**config.mk**
```make
export PLATFORM = sky130hd
export DESIGN_NAME = keypad_matrix_scanner
export DESIGN_NICKNAME = d
export VERILOG_FILES = /design/src/rtl/keypad_matrix_scanner.sv
export SDC_FILE = /design/constraint.sdc
export NUM_CORES = 1
export LEC_CHECK = 0
export CAP_MARGIN = 20
export CORE_MARGIN = 4
export CORE_UTILIZATION = 57
export CTS_BUF_LIST = sky130_fd_sc_hd__clkbuf_8
export DETAILED_ROUTE_END_ITERATION = 10
export GPL_TIMING_DRIVEN = 0
export PLACE_DENSITY = 0.78
export SYNTH_ARGS = -nofsm -noshare
export SYNTH_HDL_FRONTEND = slang
export SYNTH_SLANG_ARGS = --single-unit
```
**constraint.sdc**
```tcl
create_clock -name clk -period 2.4 [get_ports clk]
set_input_delay 0.6 -clock clk [delete_from_list [all_inputs] [get_ports clk]]
set_output_delay 0.6 -clock clk [all_outputs]
set_load 0.05 [all_outputs]
```
**src/rtl/keypad_matrix_scanner.sv**
```systemverilog
// keypad_matrix_scanner: column-scanned 4x4 keypad with frame debounce and a small key-code FIFO.
// Key code = row*4 + col; snap bit index is col*4 + row.
module keypad_matrix_scanner #(
    parameter int SCAN_CNT_W     = 18,
    parameter int DEBOUNCE_SCANS = 4,
    parameter int FIFO_DEPTH     = 4
) (
    input  logic       clk,
    input  logic       rst_n,
    output logic [3:0] Cols_Out,
    input  logic [3:0] Rows_In,
    output logic [3:0] KeyCode,
    output logic       KeyValid,
    input  logic       KeyAck,
    output logic       KeyPressed,
    output logic       Overflow,
    input  logic       Overflow_Clr
);
    localparam int AW = $clog2(FIFO_DEPTH);
    localparam logic [3:0] DEB = 4'(DEBOUNCE_SCANS);

    typedef enum logic {DRIVE, EVAL} state_t;

    state_t                state_q, state_d;
    logic [1:0]            col_q, col_d;
    logic [SCAN_CNT_W-1:0] cnt_q, cnt_d;
    logic [3:0]            cols_q, cols_d;
    logic [3:0]            rows_meta_q, rows_sync_q;
    logic [15:0]           snap_q, snap_d;
    logic [15:0]           prev_q, prev_d;
    logic [15:0]           stable_keys_q, stable_keys_d;
    logic [3:0]            stable_cnt_q, stable_cnt_d;
    logic                  key_pressed_q, key_pressed_d;
    logic                  overflow_q, overflow_d;
    logic [AW:0]           wr_q, wr_d, rd_q, rd_d;
    logic [3:0]            mem_q [FIFO_DEPTH];
    logic [3:0]            mem_d [FIFO_DEPTH];
    logic                  push, pop, full, empty, onehot;
    logic [3:0]            idx, code;

    always_comb begin
        state_d       = state_q;
        col_d         = col_q;
        cnt_d         = cnt_q + 1'b1;
        snap_d        = snap_q;
        prev_d        = prev_q;
        stable_cnt_d  = stable_cnt_q;
        stable_keys_d = stable_keys_q;
        if (state_q == DRIVE) begin
            if (&cnt_q) begin
                snap_d[{col_q, 2'b00} +: 4] = ~rows_sync_q;
                cnt_d   = '0;
                col_d   = col_q + 2'd1;
                state_d = (col_q == 2'd3) ? EVAL : DRIVE;
            end
        end else begin
            cnt_d        = cnt_q;
            state_d      = DRIVE;
            stable_cnt_d = (snap_q != prev_q) ? 4'd0 :
                           (stable_cnt_q == DEB) ? DEB : stable_cnt_q + 4'd1;
            prev_d       = snap_q;
            if (stable_cnt_d == DEB)
                stable_keys_d = snap_q;
        end
        cols_d        = (state_d == EVAL) ? 4'hF : ~(4'b0001 << col_d);
        key_pressed_d = |stable_keys_d;
    end

    // A press is only a transition from idle to exactly one key; multi-key changes are ghosting.
    always_comb begin
        onehot = (stable_keys_d != '0) && ((stable_keys_d & (stable_keys_d - 16'd1)) == '0);
        idx = '0;
        for (int i = 0; i < 16; i++)
            if (stable_keys_d[i])
                idx = 4'(i);
        code  = {idx[1:0], idx[3:2]};
        push  = (state_q == EVAL) && (stable_keys_q == '0) && onehot;
        empty = (wr_q == rd_q);
        full  = (wr_q[AW] != rd_q[AW]) && (wr_q[AW-1:0] == rd_q[AW-1:0]);
        pop   = KeyAck && !empty;
        mem_d = mem_q;
        wr_d  = wr_q;
        rd_d  = pop ? rd_q + 1'b1 : rd_q;
        if (push && (!full || pop)) begin
            mem_d[wr_q[AW-1:0]] = code;
            wr_d = wr_q + 1'b1;
        end
        overflow_d = (push && full && !pop) ? 1'b1 : Overflow_Clr ? 1'b0 : overflow_q;
    end

    always_ff @(posedge clk) begin
        if (!rst_n) begin
            state_q       <= DRIVE;
            col_q         <= '0;
            cnt_q         <= '0;
            cols_q        <= 4'b1110;
            rows_meta_q   <= 4'hF;
            rows_sync_q   <= 4'hF;
            snap_q        <= '0;
            prev_q        <= '0;
            stable_keys_q <= '0;
            stable_cnt_q  <= '0;
            key_pressed_q <= 1'b0;
            overflow_q    <= 1'b0;
            wr_q          <= '0;
            rd_q          <= '0;
            mem_q         <= '{default: '0};
        end else begin
            state_q       <= state_d;
            col_q         <= col_d;
            cnt_q         <= cnt_d;
            cols_q        <= cols_d;
            rows_meta_q   <= Rows_In;
            rows_sync_q   <= rows_meta_q;
            snap_q        <= snap_d;
            prev_q        <= prev_d;
            stable_keys_q <= stable_keys_d;
            stable_cnt_q  <= stable_cnt_d;
            key_pressed_q <= key_pressed_d;
            overflow_q    <= overflow_d;
            wr_q          <= wr_d;
            rd_q          <= rd_d;
            mem_q         <= mem_d;
        end
    end

    assign Cols_Out   = cols_q;
    assign KeyCode    = mem_q[rd_q[AW-1:0]];
    assign KeyValid   = !empty;
    assign KeyPressed = key_pressed_q;
    assign Overflow   = overflow_q;
endmodule

```
* Word level (Yosys, flattened, before mapping)
Index checks and enable logic that the tools add are counted.
** Word-level totals
- Register bits after elaboration :: 109
- Logic and storage cells :: 102
- Output and inout bits :: 11
** Operators by class
- Reductions and logical operators :: 21
- Magnitude comparators :: 3
- Bitwise logic cells :: 7
- $add $sub $neg :: 7
- Equal/unequal tests :: 7
- Shifts and indexed selects :: 3
- Mux-type cells :: 35
** Operators by type and width (number)
- $mux W4 :: 19
- $bwmux W16 :: 2
- $logic_not A16 Y1 :: 2
- $mux W16 :: 2
- $reduce_and A19 Y1 :: 1
- $add A18 B1 Y18 const B :: 1
- $mux W18 :: 1
- $reduce_and A18 Y1 :: 1
- $and A16 B16 Y16 :: 1
- $ne A16 B16 Y1 :: 1
- $reduce_bool A16 Y1 :: 1
- $reduce_or A16 Y1 :: 1
- $shift A4 B6 Y16 const A :: 1
- $shiftx A4 B6 Y16 :: 1
- $sub A16 B1 Y16 const B :: 1
- $logic_and A1 B1 Y1 :: 9
- $bmux W4 S2 :: 1
- $demux W4 S2 :: 1
- $eq A4 B3 Y1 const B :: 2
- $not A4 Y4 :: 2
- $mux W1 :: 7
- $add A3 B1 Y3 const B :: 2
- $ge A3 B3 Y1 const B :: 2
- $neg A4 Y6 :: 1
- 15 further kinds :: 20

* Logic depth before layout (Yosys ltp)
Gate-level depths: netlist of the first run.
- Word-level depth :: 22
- Depth in mapped cells :: 11

* Worst setup path after synthesis of the first run
No wires, ideal clock.
- Kind :: reg2reg
- Start :: register stable_cnt_q[0]
- End :: register wr_q[0]
- Required time :: 2.285 ns
- Arrival :: 2.227 ns
- Cell stages (with the launch flop) :: 11
- Buffers on the path :: 1
- Library setup time :: 0.115 ns
- Setup slack :: 0.058 ns
- Cells stage by stage :: dfxtp_1 inv_1 ha_1 o21bai_1 a31oi_1 nand3_2 a32o_2 and3_1 buf_6 xnor2_1 and2_1
** Between the ends
- Cells in the longest elaborated chain, start to end :: 12
- Elaborated cells between the ends (all ways) :: 14
** Ends and longest elaborated chain
- start, declared :: line 32 : logic [3:0] stable_cnt_q, stable_cnt_d;
- start signal, assigned :: line 118 : stable_cnt_q <= stable_cnt_d;
- $add A4 B1 Y4 / $eq A4 B3 Y1 (equally long branches) :: line 60 : (stable_cnt_q == DEB) ? DEB : stable_cnt_q + 4'd1;
- $mux W4 * :: line 60
- $mux W4 * :: line 59 : stable_cnt_d = (snap_q != prev_q) ? 4'd0 :
- $eq A4 B3 Y1 * :: line 62 : if (stable_cnt_d == DEB)
- $mux W16 * :: line 62
- $mux W16 * :: line 49 : if (state_q == DRIVE) begin
- $sub A16 B1 Y16 :: line 71 : onehot = (stable_keys_d != '0) && ((stable_keys_d & (stable_keys_d - 16'd1)) == '0);
- $and A16 B16 Y16 :: line 71
- $logic_not A16 Y1 :: line 71
- $logic_and A1 B1 Y1 * :: line 71
- $logic_and A1 B1 Y1 * :: line 77 : push = (state_q == EVAL) && (stable_keys_q == '0) && onehot;
- $logic_and A1 B1 Y1 * :: line 84 : if (push && (!full || pop)) begin
- end signal, assigned :: line 121 : wr_q <= wr_d;
- end, declared :: line 35 : logic [AW:0] wr_q, wr_d, rd_q, rd_d;
Every way passes the cells marked *; elsewhere a longest branch is shown, timed or not.
A chain may end at the register's enable or synchronous reset.

* Final worst setup path of the first run
- Start :: register snap_q[3]
- End :: register wr_q[2]
** Between the ends
- Cells in the longest elaborated chain, start to end :: 11
- Elaborated cells between the ends (all ways) :: 12
** Ends and longest elaborated chain
- start, declared :: line 29 : logic [15:0] snap_q, snap_d;
- start signal, assigned :: line 115 : snap_q <= snap_d;
- $ne A16 B16 Y1 :: line 59
- $mux W4 :: line 59
- $eq A4 B3 Y1 :: line 62
- $mux W16 * :: line 62
- $mux W16 * :: line 49
- $sub A16 B1 Y16 :: line 71
- $and A16 B16 Y16 :: line 71
- $logic_not A16 Y1 :: line 71
- $logic_and A1 B1 Y1 * :: line 71
- $logic_and A1 B1 Y1 * :: line 77
- $logic_and A1 B1 Y1 * :: line 84
Marks and branches as above.

==> impl_metrics.env, run 1 <==
export IMPL_groute_usage_overall=0.221
export IMPL_critPathLaunchType="register"
export IMPL_synthCells=624
export IMPL_layout_cells_most_common="dfxtp_1"
export IMPL_cellLeakagePower_uw=0.00240
export IMPL_worst_skew_pair_later_pin_latency_ns=0.37
export IMPL_dpl_hpwl_um=8620
export IMPL_core_mm2=0.00928
export IMPL_setup_slack_ns=-0.148
export IMPL_antenna_cells_inserted=0
export IMPL_first_global_vias=4289
export IMPL_drt_initial_drc_count=277
export IMPL_clock_tree_buffer_depth=2
export IMPL_grt_antenna_before_repair=0
export IMPL_seq_area_frac_synth=0.400
export IMPL_dr_total_vias=4538
export IMPL_cts_made_buffers=9
export IMPL_cp_required_ns=2.68
export IMPL_timing_fmax_ghz=0.393
export IMPL_seqCellArea_mm2=0.00221
export IMPL_synthMuxAreaShare=0.0752
export IMPL_ir_worst_vdd_v=0.000249
export IMPL_finalNetCount=680
export IMPL_synth_distinct_cells=61
export IMPL_mappedNetlistNets=646
export IMPL_maxSlewHeadroom=0.531
export IMPL_mostFrequentLayoutCells="dfxtp_1 (94), nand2_1 (86), nor2_1 (40)"
export IMPL_globalRoute_totalOverflow=0
export IMPL_global_route_wire_length_before_repair_um=20300
export IMPL_synth_top_family_by_area="simple AND/OR/NAND/NOR gates"
export IMPL_area_added_between_synthesis_and_finish_pct=16.8
export IMPL_pin_count_of_the_biggest_net_entering_global_routing=19
export IMPL_multiInputGateArea_mm2=0.00332
export IMPL_route_detailed_vias_per_inst=5.73
export IMPL_clock_tree_root_cell="clkbuf_8"
export IMPL_utilization=0.686
export IMPL_power_density_mw_per_mm2=475
export IMPL_pin_count=19
export IMPL_die_width_um=106
export IMPL_clock_transition_at_path_regs_ns=0.10
export IMPL_worst_clock_skew_ns=0.0102
export IMPL_routed_wirelength_um=12400
export IMPL_drc=0
export IMPL_final_period_minus_worst_setup_slack_ns=2.55
export IMPL_route_antenna_remaining_nets=0
export IMPL_start_to_end_type_of_the_worst_setup_path="register to register"
export IMPL_cts_tree="yes"
export IMPL_route_detailed_wl_per_inst_um=15.7
export IMPL_final_number_of_setup_violating_endpoints=19
export IMPL_grt_setup_unrepaired="yes"
export IMPL_number_of_fillers_in_the_final_layout=708
export IMPL_failed_checks="setup timing"
export IMPL_htree_levels=3
export IMPL_postSynthAreaPerCell_um2=8.74
export IMPL_crit_path_end_kind="register"
export IMPL_ys_seq_elements=109
export IMPL_port_buffers=17
export IMPL_initial_core_util=0.587
export IMPL_synthSimpleGateAreaFrac=0.252
export IMPL_timing_critical_path_arrival_ns=2.82
export IMPL_floorplan_rows=35
export IMPL_status="finished, violations left"
export IMPL_drive_gt1_frac=0.183
export IMPL_setup_tns_ns=-1.94
export IMPL_finalMaxSlewViolations=0
export IMPL_syn_area_mm2=0.00545
export IMPL_clock_sinks=109
export IMPL_post_route_period_util=1.06
export IMPL_die_area_mm2=0.0112
export IMPL_synth_edf_count=0
export IMPL_die_height_um=106
export IMPL_dr_pass1_iters=6
export IMPL_critPathMaxFanout=9
export IMPL_post_synth_xor_area_fraction=0.0610
export IMPL_synth_ff_type="dfxtp_1"
export IMPL_synth_compound_area_share=0.134
export IMPL_gpl_final_weighted_congestion=0.939
export IMPL_synth_fa_ha_area_frac=0.0340
export IMPL_worstHoldPathType="register to register"
export IMPL_synth_async_sr_flop_share=0
export IMPL_yosysWarnings=0
export IMPL_worstMarginPinSlew_ns=0.704
export IMPL_max_cap_violations=0
export IMPL_final_hold_viol_count=0
## critical path: stages (launching register included)
cell     delay, ns
dfxtp_2       0.40
xor2_1        0.19
nor4_2        0.41
buf_4         0.19
nand4_1       0.15
nor4_2        0.33
a32o_2        0.23
buf_6         0.12
nand4_4       0.13
xnor2_1       0.17
and2_1        0.15
## cells in the mapped netlist, drive strengths merged, types with 3 or more instances
master,count,area [um2]
a211oi,4,30.0
a21boi,38,285
a21oi,11,55.1
and2,9,56.3
and3,4,25.0
buf,18,96.4
clkbuf,21,80.1
dfxtp,109,2180
ha,14,175
inv,17,63.8
mux2i,32,320
mux4,4,90.1
nand2,92,368
nand2b,11,68.8
nand3,22,115
nand4,7,50.1
nor2,41,154
nor2b,26,163
nor3,7,35.0
nor4,13,81.3
o211ai,4,30.0
o21ai,19,95.1
o21bai,3,22.5
o22ai,3,18.8
o31ai,3,22.5
or3,18,113
or4,10,78.8
xnor2,17,149
xor2,21,184
## per-layer routing
metal	wire [um]	share of wire	track usage	up-vias
met5	0	0	0	-
met4	320	0.026	0.0916	0
met3	525	0.042	0.0349	30
met2	6050	0.49	0.379	124
met1	5520	0.44	0.275	2152
li1	-	-	-	2232
## worst paths after layout
check,startpoint,endpoint,slack [ns],cells after the start
setup / recovery,snap_q[3],wr_q[2],-0.15,10
setup reg to reg,snap_q[3],wr_q[2],-0.15,10
hold reg to reg,rows_meta_q[2],rows_sync_q[2],0.42,1
hold / removal,rows_meta_q[2],rows_sync_q[2],0.42,1
## sequential cells by signal, indices dropped and copies added, names as in the netlist
| register | count |
|---|---|
| snap_q | 16 |
| stable_cnt_q | 4 |
| mem_q | 16 |
| rd_q | 3 |
| KeyPressed | 1 |
| rows_sync_q | 4 |
| col_q | 2 |
| prev_q | 16 |
| cnt_q | 18 |
| rows_meta_q | 4 |
| wr_q | 3 |
| state_q | 1 |
| stable_keys_q | 16 |
| Cols_Out | 4 |
| Overflow | 1 |
## power breakdown
part	total, uW	switching [uW]	internal [uW]	leakage (uW)
Clock	1130	640	487	0.0000960
Sequential	1820	7.38	1820	0.000889
Combinational	75.0	40.7	34.3	0.00142
Total	3020	688	2340	0.00240
## logic make-up after synthesis
kind of cell / Yosys count
simple gates: 268
fa+ha+maj: 15
xor+xnor: 38
flops: 109
compound gates: 102
buf+inv: 56
mux: 36
## stage by stage
step | instance area (um2) | hold slack (ns) | instances | power, uW | worst slack, ns
floorplan | 5450 | 0.386 | 624 | 1910 | 0.0583
global placement | 5790 | 0.389 | 770 | 1940 | -0.300
detailed placement | 5790 | 0.394 | 770 | 1940 | -0.326
CTS | 6170 | 0.418 | 787 | 3040 | -0.0713
global route | 6370 | 0.434 | 792 | 3130 | -0.208
finish | 6370 | 0.417 | 792 | 3020 | -0.148
## area by class of cell
class | instances | area share
plain buffers | 27 | 0.0222
clock buffers | 9 | 0.0194
clock inverters | 7 | 0.0114
inverters | 17 | 0.0100
multi-input cells | 460 | 0.522
flip-flops and latches | 109 | 0.346
well taps | 129 | 0.0253
repair buffers | 34 | 0.0434
## repair_timing
item / in CTS / in global routing
cloned: 1 / 0
hold buffers: 0 / 0
setup endpoints to repair: 49 / 53
gates resized for setup: 55 / 61
buffers inserted: 7 / 10
pin swaps: 17 / 20
No activity file was read; power rests on OpenSTA's default activity.
==> run 2, diff against run 1 <==
CORE_ASPECT_RATIO = 0.5   (was unset)
CORE_UTILIZATION = 46   (was 57)
PLACE_DENSITY = 0.65   (was 0.78)
SLEW_MARGIN = 30   (was unset)
==> run 2 against run 1 <==
Effect of this change:
- the run still ends with setup timing left
- die area is 23% higher
- maximum frequency is 2.1% higher
- worst hold slack worse by 0.0012 ns
- utilization is 12 points lower
- routed wire length is 5.0% higher
- sequential power hardly changed
- critical path depth is 2 lower
- combinational power is 2.9% higher
- cell area stayed put
- clock skew is 0.0046 ns higher
- clock-buffer cell count stayed put
- flip-flop and latch count stayed put
- critical path type unchanged
- critical endpoint is now wr_q[1]
==> impl_metrics.env, run 2 (synthesis results as in run 1) <==
export IMPL_area_added_between_synthesis_and_finish_pct=16.8
export IMPL_dpl_hpwl_um=8860
export IMPL_drive_gt1_frac=0.174
export IMPL_initial_core_util=0.483
export IMPL_final_period_minus_worst_setup_slack_ns=2.49
export IMPL_clock_sinks=109
export IMPL_globalRoute_totalOverflow=0
export IMPL_worst_skew_pair_later_pin_latency_ns=0.39
export IMPL_finalNetCount=678
export IMPL_worst_hold_start="rows_meta_q[0]"
export IMPL_critPathSlowestCell="or4_4"
export IMPL_drc=0
export IMPL_dp_slack_ns=-0.366
export IMPL_drt_initial_drc_count=350
export IMPL_min_delay_path_depth=1
export IMPL_worst_clock_skew_ns=0.0148
export IMPL_first_global_vias=4083
export IMPL_dr_total_vias=4483
export IMPL_worstHoldPathType="register to register"
export IMPL_largest_register="cnt_q"
export IMPL_path_cells="or4_4, or4_1, o21ai_1, o2111a_1, a32o_2, and3_4, mux2i_1, nor2b_1"
export IMPL_cts_made_buffers=9
export IMPL_critPathLaunchType="register"
export IMPL_finalMaxSlewViolations=0
export IMPL_dr_pass1_iters=5
export IMPL_die_area_mm2=0.0138
export IMPL_antenna_cells_inserted=0
export IMPL_maxSlewHeadroom=0.521
export IMPL_worst_r2r_endpoint="wr_q[1]"
export IMPL_failed_checks="setup timing"
export IMPL_path_delay_family="simple AND/OR/NAND/NOR gates"
export IMPL_ff2ff_path_depth=8
export IMPL_cts_tree="yes"
export IMPL_max_stage_delay_ns=0.55
export IMPL_core_mm2=0.0113
export IMPL_min_delay_worst_endpoint="rows_sync_q[0]"
export IMPL_critical_path_n_buffers_inverters=0
export IMPL_clock_transition_at_path_regs_ns=0.11
export IMPL_r2r_start="stable_keys_q[1]"
export IMPL_final_hold_viol_count=0
export IMPL_critPathMaxFanout=5
export IMPL_pin_count=19
export IMPL_post_route_cell_area_mm2=0.00637
export IMPL_number_of_fillers_in_the_final_layout=1080
export IMPL_max_cap_violations=0
export IMPL_final_number_of_setup_violating_endpoints=14
export IMPL_die_width_um=162
export IMPL_status="finished, violations left"
export IMPL_port_buffers=17
export IMPL_gpl_final_weighted_congestion=0.804
export IMPL_grt_setup_unrepaired="yes"
export IMPL_cp_required_ns=2.68
export IMPL_dpl_instance_area_mm2=0.00582
export IMPL_global_route_wire_length_before_repair_um=21000
export IMPL_pin_count_of_the_biggest_net_entering_global_routing=21
export IMPL_largest_reg_flops=18
export IMPL_ctsHoldBuffers=0
export IMPL_worstMarginPinSlew_ns=0.719
export IMPL_route_detailed_vias_per_inst=5.47
export IMPL_timing_critical_path_arrival_ns=2.77
export IMPL_groute_usage_overall=0.188
export IMPL_timing_fmax_ghz=0.401
export IMPL_grt_antenna_before_repair=0
export IMPL_layout_cells_most_common="dfxtp_1"
export IMPL_htree_levels=3
export IMPL_clock_tree_buffer_depth=2
export IMPL_crit_path_end_kind="register"
export IMPL_setup_slack_ns=-0.0948
export IMPL_post_route_period_util=1.04
export IMPL_route_antenna_remaining_nets=0
export IMPL_start_to_end_type_of_the_worst_setup_path="register to register"
export IMPL_cellLeakagePower_uw=0.00240
export IMPL_clock_tree_root_cell="clkbuf_8"
export IMPL_power_density_mw_per_mm2=468
export IMPL_route_detailed_wl_per_inst_um=15.9
export IMPL_mostFrequentLayoutCells="dfxtp_1 (93), nand2_1 (85), nor2_1 (39)"
export IMPL_floorplan_rows=27
export IMPL_reg2reg_setup_slack_ns=-0.09
export IMPL_die_height_um=85.0
export IMPL_ir_worst_vdd_v=0.000232
export IMPL_routed_wirelength_um=13000
-- run 2: area by class of cell --
type	count	area [um2]	area share
clock inverter	7	67.6	0.0106
clock buffer	9	124	0.0194
multi-input combinational	459	3270	0.514
buffer	26	141	0.0222
tap	159	199	0.0312
timing repair buffer	34	279	0.0438
sequential	109	2220	0.349
inverter	17	63.8	0.0100
-- run 2: stage by stage --
| step | std cells | setup TNS (ns) | util | total power (uW) | hold slack, ns |
|---|---|---|---|---|---|
| final | 820 | -0.861 | 0.564 | 2980 | 0.415 |
| after global routing | 820 | -2.44 | 0.564 | 3090 | 0.431 |
| after CTS | 813 | -0.681 | 0.547 | 3010 | 0.419 |
| after detailed placement | 800 | -9.69 | 0.516 | 1940 | 0.392 |
| after global placement | 800 | -9.93 | 0.516 | 1940 | 0.389 |
| after floorplan | 624 | 0 | - | 1910 | 0.386 |
-- run 2: layer usage --
metal / part of all wire / track usage / vias up
met4: 0.013 / 0.0437 / 0
met1: 0.50 / 0.270 / 2138
met2: 0.44 / 0.293 / 104
met3: 0.048 / 0.0388 / 20
li1: - / - / 2221
met5: 0 / 0 / -
-- run 2: worst max path at each step --
stage	startpoint	to	slack, ns	cells past startpoint
after floorplan	stable_cnt_q[0]	wr_q[0]	0.06	10
after global placement	snap_q[10]	wr_q[0]	-0.36	11
after detailed placement	snap_q[10]	mem_q[12]	-0.37	11
after CTS	rd_q[0]	KeyCode[3]	-0.08	3
after global routing	stable_cnt_q[0]	wr_q[1]	-0.20	10
final	stable_keys_q[1]	wr_q[1]	-0.09	8
-- run 2: power by group --
group	switching [uW]	leakage [uW]	total [uW]	internal, uW
combinational	42.7	0.00141	77.2	34.5
clock	681	0.0000989	1080	403
sequential	8.01	0.000891	1820	1810
-- run 2: worst register-to-register path: cells and delay by family, from the launching register on --
kind            cells  cell delay, ns
mux                 1            0.21
simple gates        4            1.30
compound gates      3            0.56
flops               1            0.34
-- run 2: repair_timing --
action / CTS / global route
hold endpoints to repair: 0 / 0
setup buffers: 9 / 8
setup endpoints to repair: 61 / 56
pin swaps: 13 / 13
resized for setup: 70 / 47
==> run 3, diff against run 2 <==
CELL_PAD_IN_SITES_DETAIL_PLACEMENT = 0   (was unset)
CELL_PAD_IN_SITES_GLOBAL_PLACEMENT = 1   (was unset)
CORE_MARGIN = 5   (was 4)
CORE_UTILIZATION = 44   (was 46)
PLACE_DENSITY = unset   (was 0.65)
PLACE_DENSITY_LB_ADDON = 0.1   (was unset)
==> run 3 against run 2 <==
Effect of this change:
- the flow still finishes with violations (setup timing)
- critical path depth up 1
- clock-buffer cell count is the same
- die area is 7.9% higher
- setup slack gained 0.026 ns
- sequential power about the same
- non-clock buffer count rose by 1
- routed wire length is 3.3% higher
- cell area is essentially flat
- global-route usage down 0.13 points
- worst hold slack better by 0.0031 ns
- sequential share of layout area fell by 0.13 points
==> impl_metrics.env, run 3 (synthesis results as in run 1) <==
export IMPL_dr_total_vias=4322
export IMPL_die_width_um=167
export IMPL_dr_pass1_iters=5
export IMPL_gpl_final_weighted_congestion=0.788
export IMPL_drive_gt1_frac=0.171
export IMPL_cellInternalPower_uw=2330
export IMPL_initial_core_util=0.455
export IMPL_critPathSlowestCell="or4_4"
export IMPL_clock_tree_buffer_depth=2
export IMPL_power_net_switching_uw=699
export IMPL_max_cap_violations=0
export IMPL_cts_made_buffers=9
export IMPL_timing_critical_path_arrival_ns=2.75
export IMPL_dpl_hpwl_um=9290
export IMPL_critPathMaxFanout=6
export IMPL_cts_tree="yes"
export IMPL_global_route_wire_length_before_repair_um=22000
export IMPL_status="finished, violations left"
export IMPL_die_area_mm2=0.0149
export IMPL_htree_levels=3
export IMPL_critical_path_n_buffers_inverters=1
export IMPL_largest_reg_flops=18
export IMPL_p_seq_frac=0.599
export IMPL_post_route_period_util=1.03
export IMPL_reg2reg_setup_slack_ns=-0.07
export IMPL_groute_usage_overall=0.187
export IMPL_pwr_share_comb=0.026
export IMPL_clock_transition_at_path_regs_ns=0.11
export IMPL_worst_clock_skew_ns=0.0145
export IMPL_pin_count_of_the_biggest_net_entering_global_routing=19
export IMPL_die_height_um=88.7
export IMPL_final_hold_viol_count=0
export IMPL_post_route_cell_area_mm2=0.00637
export IMPL_route_antenna_remaining_nets=0
export IMPL_floorplan_rows=28
export IMPL_cellLeakagePower_uw=0.00241
export IMPL_area_added_between_synthesis_and_finish_pct=16.8
export IMPL_grt_antenna_before_repair=0
export IMPL_clock_sinks=109
export IMPL_finalNetCount=680
export IMPL_worstMarginPinSlew_ns=0.730
export IMPL_maxSlewHeadroom=0.514
export IMPL_critPathLaunchType="register"
export IMPL_worst_skew_pair_later_pin_latency_ns=0.38
export IMPL_sw_frac_of_total=0.231
export IMPL_utilization=0.532
export IMPL_pin_count=19
export IMPL_antenna_cells_inserted=0
export IMPL_power_density_mw_per_mm2=476
export IMPL_final_period_minus_worst_setup_slack_ns=2.47
export IMPL_globalRoute_totalOverflow=0
export IMPL_dpl_instance_area_mm2=0.00583
export IMPL_timing_fmax_ghz=0.405
export IMPL_cp_required_ns=2.68
export IMPL_worstHoldPathType="register to register"
export IMPL_start_to_end_type_of_the_worst_setup_path="register to register"
export IMPL_final_number_of_setup_violating_endpoints=15
export IMPL_core_mm2=0.0120
export IMPL_drt_initial_drc_count=302
export IMPL_first_global_vias=4197
export IMPL_failed_checks="setup timing"
export IMPL_port_buffers=17
export IMPL_clockPowerShare=0.375
export IMPL_largest_register="cnt_q"
export IMPL_layout_cells_most_common="dfxtp_1"
export IMPL_route_detailed_wl_per_inst_um=16.3
export IMPL_crit_path_end_kind="register"
export IMPL_route_detailed_vias_per_inst=5.23
export IMPL_hold_worst_slack_ns=0.419
export IMPL_drc=0
export IMPL_routed_wirelength_um=13500
export IMPL_setup_slack_ns=-0.0686
export IMPL_path_cells="or4_4, maj3_1, o21ai_1, o2111a_1, a32o_2, buf_12, nand4_4, xnor2_1, and2_1"
export IMPL_mostFrequentLayoutCells="dfxtp_1 (95), nand2_1 (88), nor2_1 (40)"
export IMPL_grt_setup_unrepaired="yes"
export IMPL_clock_tree_root_cell="clkbuf_8"
export IMPL_ir_worst_vdd_v=0.000239
export IMPL_finalMaxSlewViolations=0
export IMPL_path_delay_family="simple AND/OR/NAND/NOR gates"
export IMPL_max_stage_delay_ns=0.53
run 3: changes by cell type in the layout (fill, tap and decap cells not counted), sizes merged:
cell,before,now
nand4,7,8
clkbuf,29,32
bufinv,0,1
buf,27,26
clkdlybuf4s15,1,0
clkinv,4,2
run 3: layout make-up:
cell class	instances	area [um2]
clock buffers	9	124
plain buffers	27	143
multi-input cells	460	3250
repair buffers	34	302
inverters	17	63.8
clock inverters	6	68.8
flip-flops and latches	109	2210
fillers	1184	5610
well taps	165	206
run 3: timing repair:
action,4_1_cts,5_1_grt
hold buffers,0,0
pin swaps,8,10
endpoints found under the setup margin,60,59
resized for setup,64,39
gates cloned,1,0
setup buffers,15,2
run 3: power groups by stage:
stage,sequential [uW],clock [uW],combinational (uW)
after floorplan,1860,0,46.7
after global placement,1870,0,77.2
after detailed placement,1870,0,78.0
after CTS,1820,1180,78.9
after global routing,1820,1260,86.7
final,1820,1140,78.0
run 3: worst paths after layout:
| path | startpoint | endpoint | depth (start not counted) |
|---|---|---|---|
| min | rows_meta_q[1] | rows_sync_q[1] | 1 |
| max | stable_keys_q[2] | wr_q[2] | 9 |
| min reg2reg | rows_meta_q[1] | rows_sync_q[1] | 1 |
| max reg2reg | stable_keys_q[2] | wr_q[2] | 9 |
run 3: metrics by stage:
stage / total power, uW / TNS [ns] / std cells / worst slack (ns)
2_1_floorplan: 1910 / 0 / 624 / 0.0583
3_3_place_gp: 1940 / -12.41 / 806 / -0.400
3_5_place_dp: 1950 / -14.22 / 806 / -0.477
4_1_cts: 3080 / -0.849 / 826 / -0.0976
5_1_grt: 3170 / -2.25 / 827 / -0.178
6_report: 3030 / -0.602 / 827 / -0.0686
run 3: routing by layer:
layer	track usage	part of all wire	up-vias
li1	-	-	2234
met1	0.268	0.51	1996
met2	0.297	0.42	86
met3	0.0415	0.059	6
met4	0.0324	0.0046	0
met5	0	0	-
